[config.mk]
export PLATFORM = sky130hd
export DESIGN_NAME = param_register_file_flat
export DESIGN_NICKNAME = d
export VERILOG_FILES = /design/src/rtl/rf_pkg.sv /design/src/rtl/param_register_file_if.sv /design/src/rtl/rf_cell.sv /design/src/rtl/param_register_file.sv /design/src/flat_wrapper.sv
export SDC_FILE = /design/constraint.sdc
export NUM_CORES = 1
export LEC_CHECK = 0
export CAP_MARGIN = 20
export CORE_UTILIZATION = 45
export DETAILED_ROUTE_END_ITERATION = 8
export PLACE_DENSITY_LB_ADDON = 0.15
export SKIP_LAST_GASP = 1
export SLEW_MARGIN = 15
export SYNTH_ARGS = -nofsm -noshare
export SYNTH_HDL_FRONTEND = slang
export SYNTH_HIERARCHICAL = 1
export SYNTH_SLANG_ARGS = --single-unit
[constraint.sdc]
create_clock -name clk -period 2.8 [get_ports clk]
set_clock_uncertainty 0.15 [all_clocks]
set_input_delay 0.84 -clock clk [delete_from_list [all_inputs] [get_ports clk]]
set_output_delay 0.84 -clock clk [all_outputs]
set_load 0.01 [all_outputs]
[src/rtl/rf_pkg.sv]
// ============================================================================
// Module      : rf_pkg
// Description : Shared FunSel encodings, context-engine state type and the
//               register next-value helper for param_register_file.
// Revision    : 1.0 - initial release
// ============================================================================
`default_nettype none

package rf_pkg;

    // FunSel write operations
    localparam logic [2:0] RF_DEC   = 3'b000;
    localparam logic [2:0] RF_INC   = 3'b001;
    localparam logic [2:0] RF_LOAD  = 3'b010;
    localparam logic [2:0] RF_CLR   = 3'b011;
    localparam logic [2:0] RF_LOZ   = 3'b100;
    localparam logic [2:0] RF_LOW   = 3'b101;
    localparam logic [2:0] RF_HIGH  = 3'b110;
    localparam logic [2:0] RF_SEXT  = 3'b111;

    // Widest register the helper can compute; cells cast in and out of it
    localparam int RF_MAX_W = 64;

    typedef enum logic [1:0] {
        IDLE    = 2'd0,
        SAVE    = 2'd1,
        RESTORE = 2'd2
    } rf_state_t;

    // Next register value for a FunSel op on a w-bit register.
    // Operands are zero-extended to RF_MAX_W; the result is masked to w bits.
    function automatic logic [RF_MAX_W-1:0] rf_next(
        input logic [RF_MAX_W-1:0] q,
        input logic [RF_MAX_W-1:0] d,
        input logic [2:0]          fs,
        input int unsigned         w
    );
        logic [RF_MAX_W-1:0] full_m;
        logic [RF_MAX_W-1:0] lo_m;
        logic [RF_MAX_W-1:0] msb_m;
        logic [RF_MAX_W-1:0] r;
        int unsigned         h;
        h      = w / 2;
        full_m = (w >= RF_MAX_W) ? '1 : ((RF_MAX_W'(1) << w) - RF_MAX_W'(1));
        lo_m   = (RF_MAX_W'(1) << h) - RF_MAX_W'(1);
        msb_m  = lo_m & ~(lo_m >> 1);
        case (fs)
            RF_DEC:  r = q - RF_MAX_W'(1);
            RF_INC:  r = q + RF_MAX_W'(1);
            RF_LOAD: r = d;
            RF_CLR:  r = '0;
            RF_LOZ:  r = d & lo_m;
            RF_LOW:  r = (q & ~lo_m) | (d & lo_m);
            RF_HIGH: r = (q & lo_m) | ((d & lo_m) << h);
            default: r = (d & lo_m) | ((|(d & msb_m)) ? (full_m & ~lo_m) : '0);
        endcase
        return r & full_m;
    endfunction

endpackage

`default_nettype wire

[src/rtl/param_register_file_if.sv]
// ============================================================================
// Module      : param_register_file_if
// Description : Bus bundle between the ALU system and the register file:
//               write data/op/selects, read selects, context requests and
//               the read/status outputs.
// Revision    : 1.0 - initial release
// ============================================================================
`default_nettype none

interface param_register_file_if #(
    parameter int WIDTH   = 16,
    parameter int NUM_GP  = 4,
    parameter int NUM_SCR = 4
);
    localparam int SEL_W = $clog2(NUM_GP + NUM_SCR);

    logic [WIDTH-1:0]   wdata;
    logic [2:0]         fun_sel;
    logic [NUM_GP-1:0]  reg_sel;
    logic [NUM_SCR-1:0] scr_sel;
    logic [SEL_W-1:0]   out_a_sel;
    logic [SEL_W-1:0]   out_b_sel;
    logic               save_req;
    logic               restore_req;
    logic [WIDTH-1:0]   out_a;
    logic [WIDTH-1:0]   out_b;
    logic               busy;
    logic               done;

    modport master (
        output wdata, fun_sel, reg_sel, scr_sel, out_a_sel, out_b_sel,
               save_req, restore_req,
        input  out_a, out_b, busy, done
    );

    modport slave (
        input  wdata, fun_sel, reg_sel, scr_sel, out_a_sel, out_b_sel,
               save_req, restore_req,
        output out_a, out_b, busy, done
    );
endinterface

`default_nettype wire

[src/rtl/rf_cell.sv]
// ============================================================================
// Module      : rf_cell
// Description : One WIDTH-bit register with async active-low reset, FunSel
//               write op under enable, and a priority load port used by the
//               context save/restore engine.
// Revision    : 1.0 - initial release
// ============================================================================
`default_nettype none

module rf_cell
    import rf_pkg::*;
#(
    parameter int WIDTH = 16
) (
    input  wire logic             clk,
    input  wire logic             rst_n,
    input  wire logic             en,
    input  wire logic [2:0]       fun_sel,
    input  wire logic [WIDTH-1:0] din,
    input  wire logic             load,
    input  wire logic [WIDTH-1:0] load_val,
    output logic      [WIDTH-1:0] q
);

    // Engine copy beats the FunSel op; otherwise hold unless enabled
    always_ff @(posedge clk or negedge rst_n) begin
        if (!rst_n) begin
            q <= '0;
        end else if (load) begin
            q <= load_val;
        end else if (en) begin
            q <= WIDTH'(rf_next(RF_MAX_W'(q), RF_MAX_W'(din), fun_sel, WIDTH));
        end
    end

endmodule

`default_nettype wire

[src/rtl/param_register_file.sv]
// ============================================================================
// Module      : param_register_file
// Description : NUM_GP general + NUM_SCR scratch registers with two
//               combinational read ports and a shadow bank filled/drained by
//               a multi-cycle SAVE/RESTORE engine.
//               Optional macro RF_BYPASS_EN: write-through of I on FunSel=010
//               and shadow forwarding of the register being restored.
// Revision    : 1.0 - initial release
// ============================================================================
`default_nettype none

module param_register_file
    import rf_pkg::*;
#(
    parameter int WIDTH   = 16,
    parameter int NUM_GP  = 4,
    parameter int NUM_SCR = 4
) (
    input wire logic               clk,
    input wire logic               rst_n,
    param_register_file_if.slave   bus
);

    localparam int SEL_W  = $clog2(NUM_GP + NUM_SCR);
    localparam int NUM_RD = NUM_GP + NUM_SCR;
    localparam int IDX_W  = (NUM_GP > 1) ? $clog2(NUM_GP) : 1;

    rf_state_t        state;
    rf_state_t        state_next;
    logic [IDX_W-1:0] idx;
    logic [IDX_W-1:0] idx_next;
    logic             done_q;
    logic             done_next;
    logic             busy;
    logic             last_idx;

    logic [WIDTH-1:0] gp_q  [NUM_GP];
    logic [WIDTH-1:0] scr_q [NUM_SCR];
    logic [WIDTH-1:0] sh_q  [NUM_GP];
    logic [WIDTH-1:0] rd_val[NUM_RD];

    assign busy     = (state != IDLE);
    assign last_idx = (idx == IDX_W'(NUM_GP - 1));

    // Engine state, copy index and the registered Done pulse
    always_ff @(posedge clk or negedge rst_n) begin
        if (!rst_n) begin
            state  <= IDLE;
            idx    <= '0;
            done_q <= 1'b0;
        end else begin
            state  <= state_next;
            idx    <= idx_next;
            done_q <= done_next;
        end
    end

    // Next state: SAVE has priority; one register copied per cycle
    always_comb begin
        state_next = state;
        idx_next   = idx;
        done_next  = 1'b0;
        case (state)
            IDLE: begin
                idx_next = '0;
                if (bus.save_req) begin
                    state_next = SAVE;
                end else if (bus.restore_req) begin
                    state_next = RESTORE;
                end
            end
            SAVE, RESTORE: begin
                if (last_idx) begin
                    state_next = IDLE;
                    idx_next   = '0;
                    done_next  = 1'b1;
                end else begin
                    idx_next = idx + IDX_W'(1);
                end
            end
            default: begin
                state_next = IDLE;
                idx_next   = '0;
            end
        endcase
    end

    // General registers: writes frozen while the engine runs; restore loads
    generate
        for (genvar g = 0; g < NUM_GP; g++) begin : g_gp
            logic en;
            logic load;
            assign en   = ~bus.reg_sel[NUM_GP-1-g] & ~busy;
            assign load = (state == RESTORE) && (idx == IDX_W'(g));
            rf_cell #(.WIDTH(WIDTH)) u_cell (
                .clk      (clk),
                .rst_n    (rst_n),
                .en       (en),
                .fun_sel  (bus.fun_sel),
                .din      (bus.wdata),
                .load     (load),
                .load_val (sh_q[g]),
                .q        (gp_q[g])
            );
        end
    endgenerate

    // Scratch registers are never touched by the engine
    generate
        for (genvar s = 0; s < NUM_SCR; s++) begin : g_scr
            logic en;
            assign en = ~bus.scr_sel[NUM_SCR-1-s];
            rf_cell #(.WIDTH(WIDTH)) u_cell (
                .clk      (clk),
                .rst_n    (rst_n),
                .en       (en),
                .fun_sel  (bus.fun_sel),
                .din      (bus.wdata),
                .load     (1'b0),
                .load_val ('0),
                .q        (scr_q[s])
            );
        end
    endgenerate

    // Shadow bank: written only through the priority load during SAVE
    generate
        for (genvar g = 0; g < NUM_GP; g++) begin : g_sh
            logic load;
            assign load = (state == SAVE) && (idx == IDX_W'(g));
            rf_cell #(.WIDTH(WIDTH)) u_cell (
                .clk      (clk),
                .rst_n    (rst_n),
                .en       (1'b0),
                .fun_sel  (RF_CLR),
                .din      ('0),
                .load     (load),
                .load_val (gp_q[g]),
                .q        (sh_q[g])
            );
        end
    endgenerate

    // Value each register presents to the read ports
    always_comb begin
        for (int g = 0; g < NUM_GP; g++) begin
            rd_val[g] = gp_q[g];
`ifdef RF_BYPASS_EN
            if (!busy && !bus.reg_sel[NUM_GP-1-g] && bus.fun_sel == RF_LOAD) begin
                rd_val[g] = bus.wdata;
            end else if (state == RESTORE && idx == IDX_W'(g)) begin
                rd_val[g] = sh_q[g];
            end
`endif
        end
        for (int s = 0; s < NUM_SCR; s++) begin
            rd_val[NUM_GP+s] = scr_q[s];
`ifdef RF_BYPASS_EN
            if (!bus.scr_sel[NUM_SCR-1-s] && bus.fun_sel == RF_LOAD) begin
                rd_val[NUM_GP+s] = bus.wdata;
            end
`endif
        end
    end

    // Read port muxes; selects beyond the last scratch register read zero
    always_comb begin
        bus.out_a = '0;
        bus.out_b = '0;
        for (int r = 0; r < NUM_RD; r++) begin
            if (bus.out_a_sel == SEL_W'(r)) bus.out_a = rd_val[r];
            if (bus.out_b_sel == SEL_W'(r)) bus.out_b = rd_val[r];
        end
    end

    assign bus.busy = busy;
    assign bus.done = done_q;

endmodule

`default_nettype wire
[src/flat_wrapper.sv]
// flat-port wrapper written by rule: the top's interface ports become plain ports
module param_register_file_flat import rf_pkg::*;
#(
    parameter int WIDTH   = 16,
    parameter int NUM_GP  = 4,
    parameter int NUM_SCR = 4
)
  (clk, rst_n, bus_wdata, bus_fun_sel, bus_reg_sel, bus_scr_sel, bus_out_a_sel, bus_out_b_sel, bus_save_req, bus_restore_req, bus_out_a, bus_out_b, bus_busy, bus_done);
  param_register_file_if #(.WIDTH(WIDTH), .NUM_GP(NUM_GP), .NUM_SCR(NUM_SCR)) bus_i ();
  input wire logic clk;
  input wire logic rst_n;
  input wire logic [$bits(bus_i.wdata)-1:0] bus_wdata;
  input wire logic [$bits(bus_i.fun_sel)-1:0] bus_fun_sel;
  input wire logic [$bits(bus_i.reg_sel)-1:0] bus_reg_sel;
  input wire logic [$bits(bus_i.scr_sel)-1:0] bus_scr_sel;
  input wire logic [$bits(bus_i.out_a_sel)-1:0] bus_out_a_sel;
  input wire logic [$bits(bus_i.out_b_sel)-1:0] bus_out_b_sel;
  input wire logic [$bits(bus_i.save_req)-1:0] bus_save_req;
  input wire logic [$bits(bus_i.restore_req)-1:0] bus_restore_req;
  output wire logic [$bits(bus_i.out_a)-1:0] bus_out_a;
  output wire logic [$bits(bus_i.out_b)-1:0] bus_out_b;
  output wire logic [$bits(bus_i.busy)-1:0] bus_busy;
  output wire logic [$bits(bus_i.done)-1:0] bus_done;
  assign bus_i.wdata = bus_wdata;
  assign bus_i.fun_sel = bus_fun_sel;
  assign bus_i.reg_sel = bus_reg_sel;
  assign bus_i.scr_sel = bus_scr_sel;
  assign bus_i.out_a_sel = bus_out_a_sel;
  assign bus_i.out_b_sel = bus_out_b_sel;
  assign bus_i.save_req = bus_save_req;
  assign bus_i.restore_req = bus_restore_req;
  assign bus_out_a = bus_i.out_a;
  assign bus_out_b = bus_i.out_b;
  assign bus_busy = bus_i.busy;
  assign bus_done = bus_i.done;
  param_register_file #(.WIDTH(WIDTH), .NUM_GP(NUM_GP), .NUM_SCR(NUM_SCR)) u_core (.clk(clk), .rst_n(rst_n), .bus(bus_i));
endmodule
==> flow_summary.yaml, run 1 <==
critical_path:
  cp-start-kind: "input port"
  reg2reg_depth: 8
  crit_type: "input port to output port"
  cp_max_fo: 6
  critPathCaptureType: "output port"
  cp_data_arrival_time_ns: 2.09
  required_ns: 1.81
layout:
  drive_gt1_share_pct: 21.88
  stdcell_count: 5215
  antennaDiodeCount: 0
  nNetsFinal: 4677
  final_common_cell: "buf_4"
  final_cell_mix: "buf_4, nand2_1, a21oi_1"
  final_area_mm2: 0.03552
  area_growth_pct: 31.64
  fill_cells: 5495
clock_network:
  hold_buffers: 0
  root_buffer: "clkbuf_16"
  clock_sinks: 197
  clkTransAtPathRegs_ns: 0.07
  htreeDepth: 4
  cts_buffers: 17
  clock_latency_ns: 0.51
  cts_tree: "yes"
  cts_max_path_buffers: 2
die:
  pin_count: 71
  die_w_um: 246.9
  floorplan.die_area_mm2: 0.06093
  row_count: 89
  initial_core_util_pct: 45.63
  core-area_mm2: 0.05913
  die_y_um: 246.9
placed_design:
  hpwl_um: 83210
  port_buffers: 70
  dpl_cell_area_mm2: 0.03413
  dpl.cell_count: 5156
  place_congestion: 1.026
power:
  leakagePower_nw: 15.04
  vdd_drop_max_mv: 0.5864
  p_sw_w: 0.01426
  internal_power_w: 0.01484
  power_switching_share_pct: 49.01
  power_density_mw_per_mm2: 819.4
  p_comb_share_pct: 70.2
  seqPwrFrac_pct: 20.8
  clkPwrFrac_pct: 9.0
sta:
  rsz0062_at_grt: "yes"
  worstMarginPinSlew_ns: 0.6284
  hold_viol: 0
  maxSlewHeadroom_pct: 58.02
  drv_slew: 0
  maxClockFrequency_mhz: 325.2
  period_needed_ns: 3.075
  finalSetupTns_ns: -5.097
  whs_ns: 0.09745
  setup_viol: 32
  finalWorstSetupSlack_ns: -0.2750
  post-route-period-util_pct: 109.8
logic_synthesis:
  yosysUniqueCellTypes: 91
  seq_area_frac_synth_pct: 18.27
  synth_cells: 3722
  syn_avg_cell_area_um2: 7.248
  synthFlopType: "dfrtp_1"
  synthArstFlopShare_pct: 100.0
  ys_seq_elements: 197
  synth_edf_count: 0
  yosys_warnings: 6
  syn_area_mm2: 0.02698
global_route:
  antenna_found_initial: 1
  track_usage_pct: 35.72
  grt_pass1_wl_um: 168300
  grt_pass1_vias: 28636
  grt_max_degree: 57
  overflow: 0
outcome:
  status: "finished, violations left"
  violations: "setup timing"
route:
  drc_errors: 0
  postRouteAntennaNets: 0
  vias: 31434
  post_drt_wl_per_cell_um: 20.88
  drtPass1Iterations: 8
  drt_wl_total_um: 108900
  drtIter0Drc: 3158
  viasPerCell: 6.028
run:
  maxCapViolCount: 0
min_path:
  hold_class: "input port to asynchronous set/reset pin"
-- critical path, stage by stage --
cell and delay (ns):
buf_12 0.11, and2b_2 0.30, buf_6 0.12, nand2_1 0.05
o22a_1 0.22, a32oi_2 0.26, buf_2 0.19
-- per-stage QoR --
| step | setup WS, ns | power (W) | util [%] |
|---|---|---|---|
| final | -0.2750 | 0.02910 | 60.06 |
| after global routing | -0.2752 | 0.03123 | 60.06 |
| after CTS | -0.2368 | 0.02840 | 59.69 |
| after detailed placement | -0.8401 | 0.02538 | 57.72 |
| after global placement | -0.8572 | 0.02525 | 57.72 |
| after floorplan | -0.2092 | 0.01771 | - |
-- worst paths after layout --
| kind | slack, ns | end | start |
|---|---|---|---|
| min in group clk | 0.37 | u_core/idx[0] | u_core/idx[0] |
| max reg2reg | 0.16 | u_core/g_gp[1].u_cell/q[13] | u_core/g_gp[1].u_cell/q[1] |
| max in group asynchronous | 1.61 | u_core/g_gp[0].u_cell/q[13] | rst_n |
| min | 0.1 | u_core/g_scr[1].u_cell/q[13] | rst_n |
| max | -0.28 | bus_out_b[9] | bus_out_b_sel[1] |
| min reg2reg | 0.37 | u_core/idx[0] | u_core/idx[0] |
-- cells in the mapped netlist, drive strengths merged (15+ instances only) --
cell | number | area, µm²
nand2 | 524 | 1967
a21oi | 402 | 2076
o21ai | 339 | 1708
nor2 | 327 | 1240
ha | 199 | 2490
dfrtp | 197 | 4930
clkbuf | 148 | 580.6
buf | 112 | 749.5
a221oi | 106 | 928.4
xnor2 | 105 | 919.6
a22o | 100 | 875.8
nand3 | 99 | 495.5
nand2b | 81 | 514.2
inv | 80 | 300.3
nor2b | 76 | 535.5
a31oi | 65 | 406.6
mux2i | 63 | 630.6
nor3 | 60 | 310.3
o22ai | 58 | 362.9
a32oi | 45 | 394.1
a21o | 36 | 287.8
xor2 | 35 | 306.5
a221o | 34 | 340.3
and2 | 34 | 212.7
o211ai | 34 | 255.2
a211oi | 25 | 212.7
o31ai | 25 | 192.7
o21a | 24 | 180.2
mux2 | 22 | 247.7
nand4 | 21 | 131.4
and3 | 18 | 112.6
nor3b | 16 | 120.1
o221ai | 15 | 131.4
-- flip-flops by register name, summed over array words and instances, names as in the netlist --
register,flops
u_core/g_gp.u_cell/q,64
u_core/idx,2
u_core/g_scr.u_cell/q,64
u_core/state,2
u_core/g_sh.u_cell/q,64
u_core/bus.done,1
-- metal layers --
metal | vias to the layer above | global-route usage [%] | share of wire [%]
li1 | 15033 | - | -
met1 | 14740 | 49.68 | 44
met2 | 1420 | 53.07 | 42
met4 | 2 | 15.29 | 4.6
met3 | 239 | 7.326 | 9.6
met5 | - | 0 | 0.016
-- power by group through the flow --
stage          logic (W)  registers [W]  clock network (W)
2_1_floorplan     0.0126        0.00509                  0
3_3_place_gp      0.0194        0.00588                  0
3_5_place_dp      0.0195        0.00585                  0
4_1_cts           0.0199        0.00585            0.00267
5_1_grt           0.0224        0.00605            0.00277
6_report          0.0204        0.00605            0.00262
-- timing repair --
item                                    in CTS  in global routing
endpoints found under the setup margin      34                 43
resized for setup                          244                 52
cloned                                       9                  0
pin swaps                                   47                 32
buffers inserted                            16                  6
-- logic make-up after synthesis --
kind of cell / count (synthesis) / share of synthesized area, %
other: 2 / 0.02784
buffers and inverters: 341 / 6.057
AO/OA/AOI/OAI: 1443 / 35.48
flip-flops: 197 / 18.27
AND/OR/NAND/NOR: 1302 / 22.16
XOR/XNOR: 140 / 4.545
adder cells (fa/ha/maj): 211 / 10.12
multiplexers: 86 / 3.339
-- area by class of cell --
| type | instances | area (µm²) | area share (%) |
|---|---|---|---|
| clock buffers | 20 | 456.7 | 1.286 |
| multi-input cells | 3430 | 22840 | 64.31 |
| repair buffers | 702 | 5879 | 16.55 |
| well taps | 773 | 967.2 | 2.723 |
| clock inverters | 12 | 128.9 | 0.3629 |
| inverters | 81 | 304.0 | 0.8561 |
| flip-flops and latches | 197 | 4938 | 13.91 |
Power figures use the tool's default switching activity.
==> run 2, diff against run 1 <==
--- a/config.mk
+++ b/config.mk
@@ -5,7 +5,6 @@
 export SDC_FILE = /design/constraint.sdc
 export NUM_CORES = 1
 export LEC_CHECK = 0
-export CAP_MARGIN = 20
 export CORE_UTILIZATION = 45
 export DETAILED_ROUTE_END_ITERATION = 8
 export PLACE_DENSITY_LB_ADDON = 0.15
==> results of run 2 <==
No change in the layout: final DEF, timing and power equal those of run 1.
==> RTL edit, RTL diff (flow settings as in run 1) <==
`NUM_GP` is set to 4 in 3 places; all go to 2.
--- a/src/rtl/param_register_file_if.sv
+++ b/src/rtl/param_register_file_if.sv
@@ -10,5 +10,5 @@
 interface param_register_file_if #(
     parameter int WIDTH   = 16,
-    parameter int NUM_GP  = 4,
+    parameter int NUM_GP  = 2,
     parameter int NUM_SCR = 4
 );
--- a/src/rtl/param_register_file.sv
+++ b/src/rtl/param_register_file.sv
@@ -14,5 +14,5 @@
 #(
     parameter int WIDTH   = 16,
-    parameter int NUM_GP  = 4,
+    parameter int NUM_GP  = 2,
     parameter int NUM_SCR = 4
 ) (
--- a/src/flat_wrapper.sv
+++ b/src/flat_wrapper.sv
@@ -3,5 +3,5 @@
 #(
     parameter int WIDTH   = 16,
-    parameter int NUM_GP  = 4,
+    parameter int NUM_GP  = 2,
     parameter int NUM_SCR = 4
 )
Interface: changed (resized bus_reg_sel); port bits go from 71 to 69. The function was not compared with the original's and may differ.
==> RTL edit against run 1 <==
The run still ends with negative setup slack left; first-iteration DRC count down 30%; sequential cell count shrank 65; power shrank 35%; cell area down 28%; worst hold slack improved by 0.028 ns; highest routed layer unchanged; die area fell by 33%; maximum frequency up 4.9%; utilization up 4.4 points; routed wire length down 29%; clock power decreased by 7.6%; setup slack improved by 0.14 ns; area after synthesis is 33% lower.
==> RTL edit: results (changes against run 1) <==
yosys:
  synth-xor-area-share_pct: 4.49  # was 4.55%
  synthAdderAreaFrac_pct: 9.92  # was 10.1%
  synthMuxAreaShare_pct: 4.14  # was 3.34%
  synth_common_cells: "nand2_1, a21oi_1, nor2_1, o21ai_0, dfrtp_1"  # was nand2_1, a21oi_1, nor2_1, o21ai_0, ha_1
  synth-compound-area-share_pct: 36.0  # was 35.5%
  synth_cell_type_count: 87  # was 91
  avgSynthCellArea_um2: 7.42  # was 7.25 µm²
final_layout:
  top_regs: "u_core/g_scr.u_cell/q: 64 flops, u_core/g_gp.u_cell/q: 32 flops, u_core/g_sh.u_cell/q: 32 flops"  # was u_core/g_gp.u_cell/q: 64 flops, u_core/g_scr.u_cell/q: 64 flops, u_core/g_sh.u_cell/q: 64 flops
  fin_nets: 3212  # was 4677
  fillers: 3496  # was 5495
  instances_no_fill: 3577  # was 5215
  layout-drive-gt1-share_pct: 26.8  # was 21.9%
clock_tree:
  insertion_delay_ns: 0.46  # was 0.51 ns
grt:
  grt_pass1_vias: 20400  # was 28600
  grt_max_degree: 53  # was 57
  antenna_found_initial: 5  # was 1
status:
  violations: "negative setup slack"  # unchanged
  status: "finished, violations left"  # unchanged
timing:
  setup_viol_count_final: 30  # was 32
  worst_slack_ns: -0.132  # was -0.275 ns
  setup-tns-final_ns: -2.17  # was -5.10 ns
  worst_slew_pin_slew_ns: 0.906  # was 0.628 ns
placed_design:
  portBuffers: 68  # was 70
  dp_cells: 3505  # was 5156
  dp_hpwl_um: 58500  # was 83200 µm
  gp_congestion: 0.984  # was 1.03
routing:
  drt_iter0_drc: 2199  # was 3158
  drt_wl_total_um: 77300  # was 109000 µm
  viasPerCell: 6.08  # was 6.03
critical_path:
  reg2reg_slack_ns: 0.31  # was 0.16 ns
  r2r_start: "u_core/g_gp[0].u_cell/q[1]"  # was u_core/g_gp[1].u_cell/q[1]
  critical_path.startpoint: "bus_out_a_sel[0]"  # was bus_out_b_sel[1]
  crit_arrival_ns: 1.94  # was 2.09 ns
  reg2reg_to: "u_core/g_gp[0].u_cell/q[13]"  # was u_core/g_gp[1].u_cell/q[13]
  crit_slowest_cell: "and3b_2"  # was and2b_2
power:
  peakVddDrop_mv: 0.754  # was 0.586 mV
RTL edit: power groups by stage:
stage	sequential (mW)	combinational, mW	clock [mW]
after floorplan	3.25	7.69	0
after global placement	3.62	11.9	0
after detailed placement	3.61	12.1	0
after CTS	3.62	12.4	2.43
after global routing	3.71	14.1	2.51
final	3.71	12.9	2.42
RTL edit: cell type report:
type	instances	area, µm²	share of cell area (%)
antenna	1	2.50	0.00977
clock buffer	18	439	1.72
clock inverter	14	164	0.640
inverter	54	233	0.909
multi-input combinational	2262	15800	61.9
sequential	132	3300	12.9
tap	525	657	2.57
timing repair buffer	571	4960	19.4
RTL edit: routing by layer:
layer	share of wire (%)	wire length [µm]	GRT usage (%)	up-vias
met5	0.012	9	0	-
met4	5.1	3920	16.6	2
met3	7.6	5880	5.94	240
met2	45	35100	58.9	974
met1	42	32400	47.7	10300
li1	-	-	-	10200
RTL edit: timing repair:
action,in CTS,in global routing
gates cloned,7,3
setup endpoints to repair,36,68
gates resized for setup,266,115
setup buffers,12,25
pin swaps,39,63
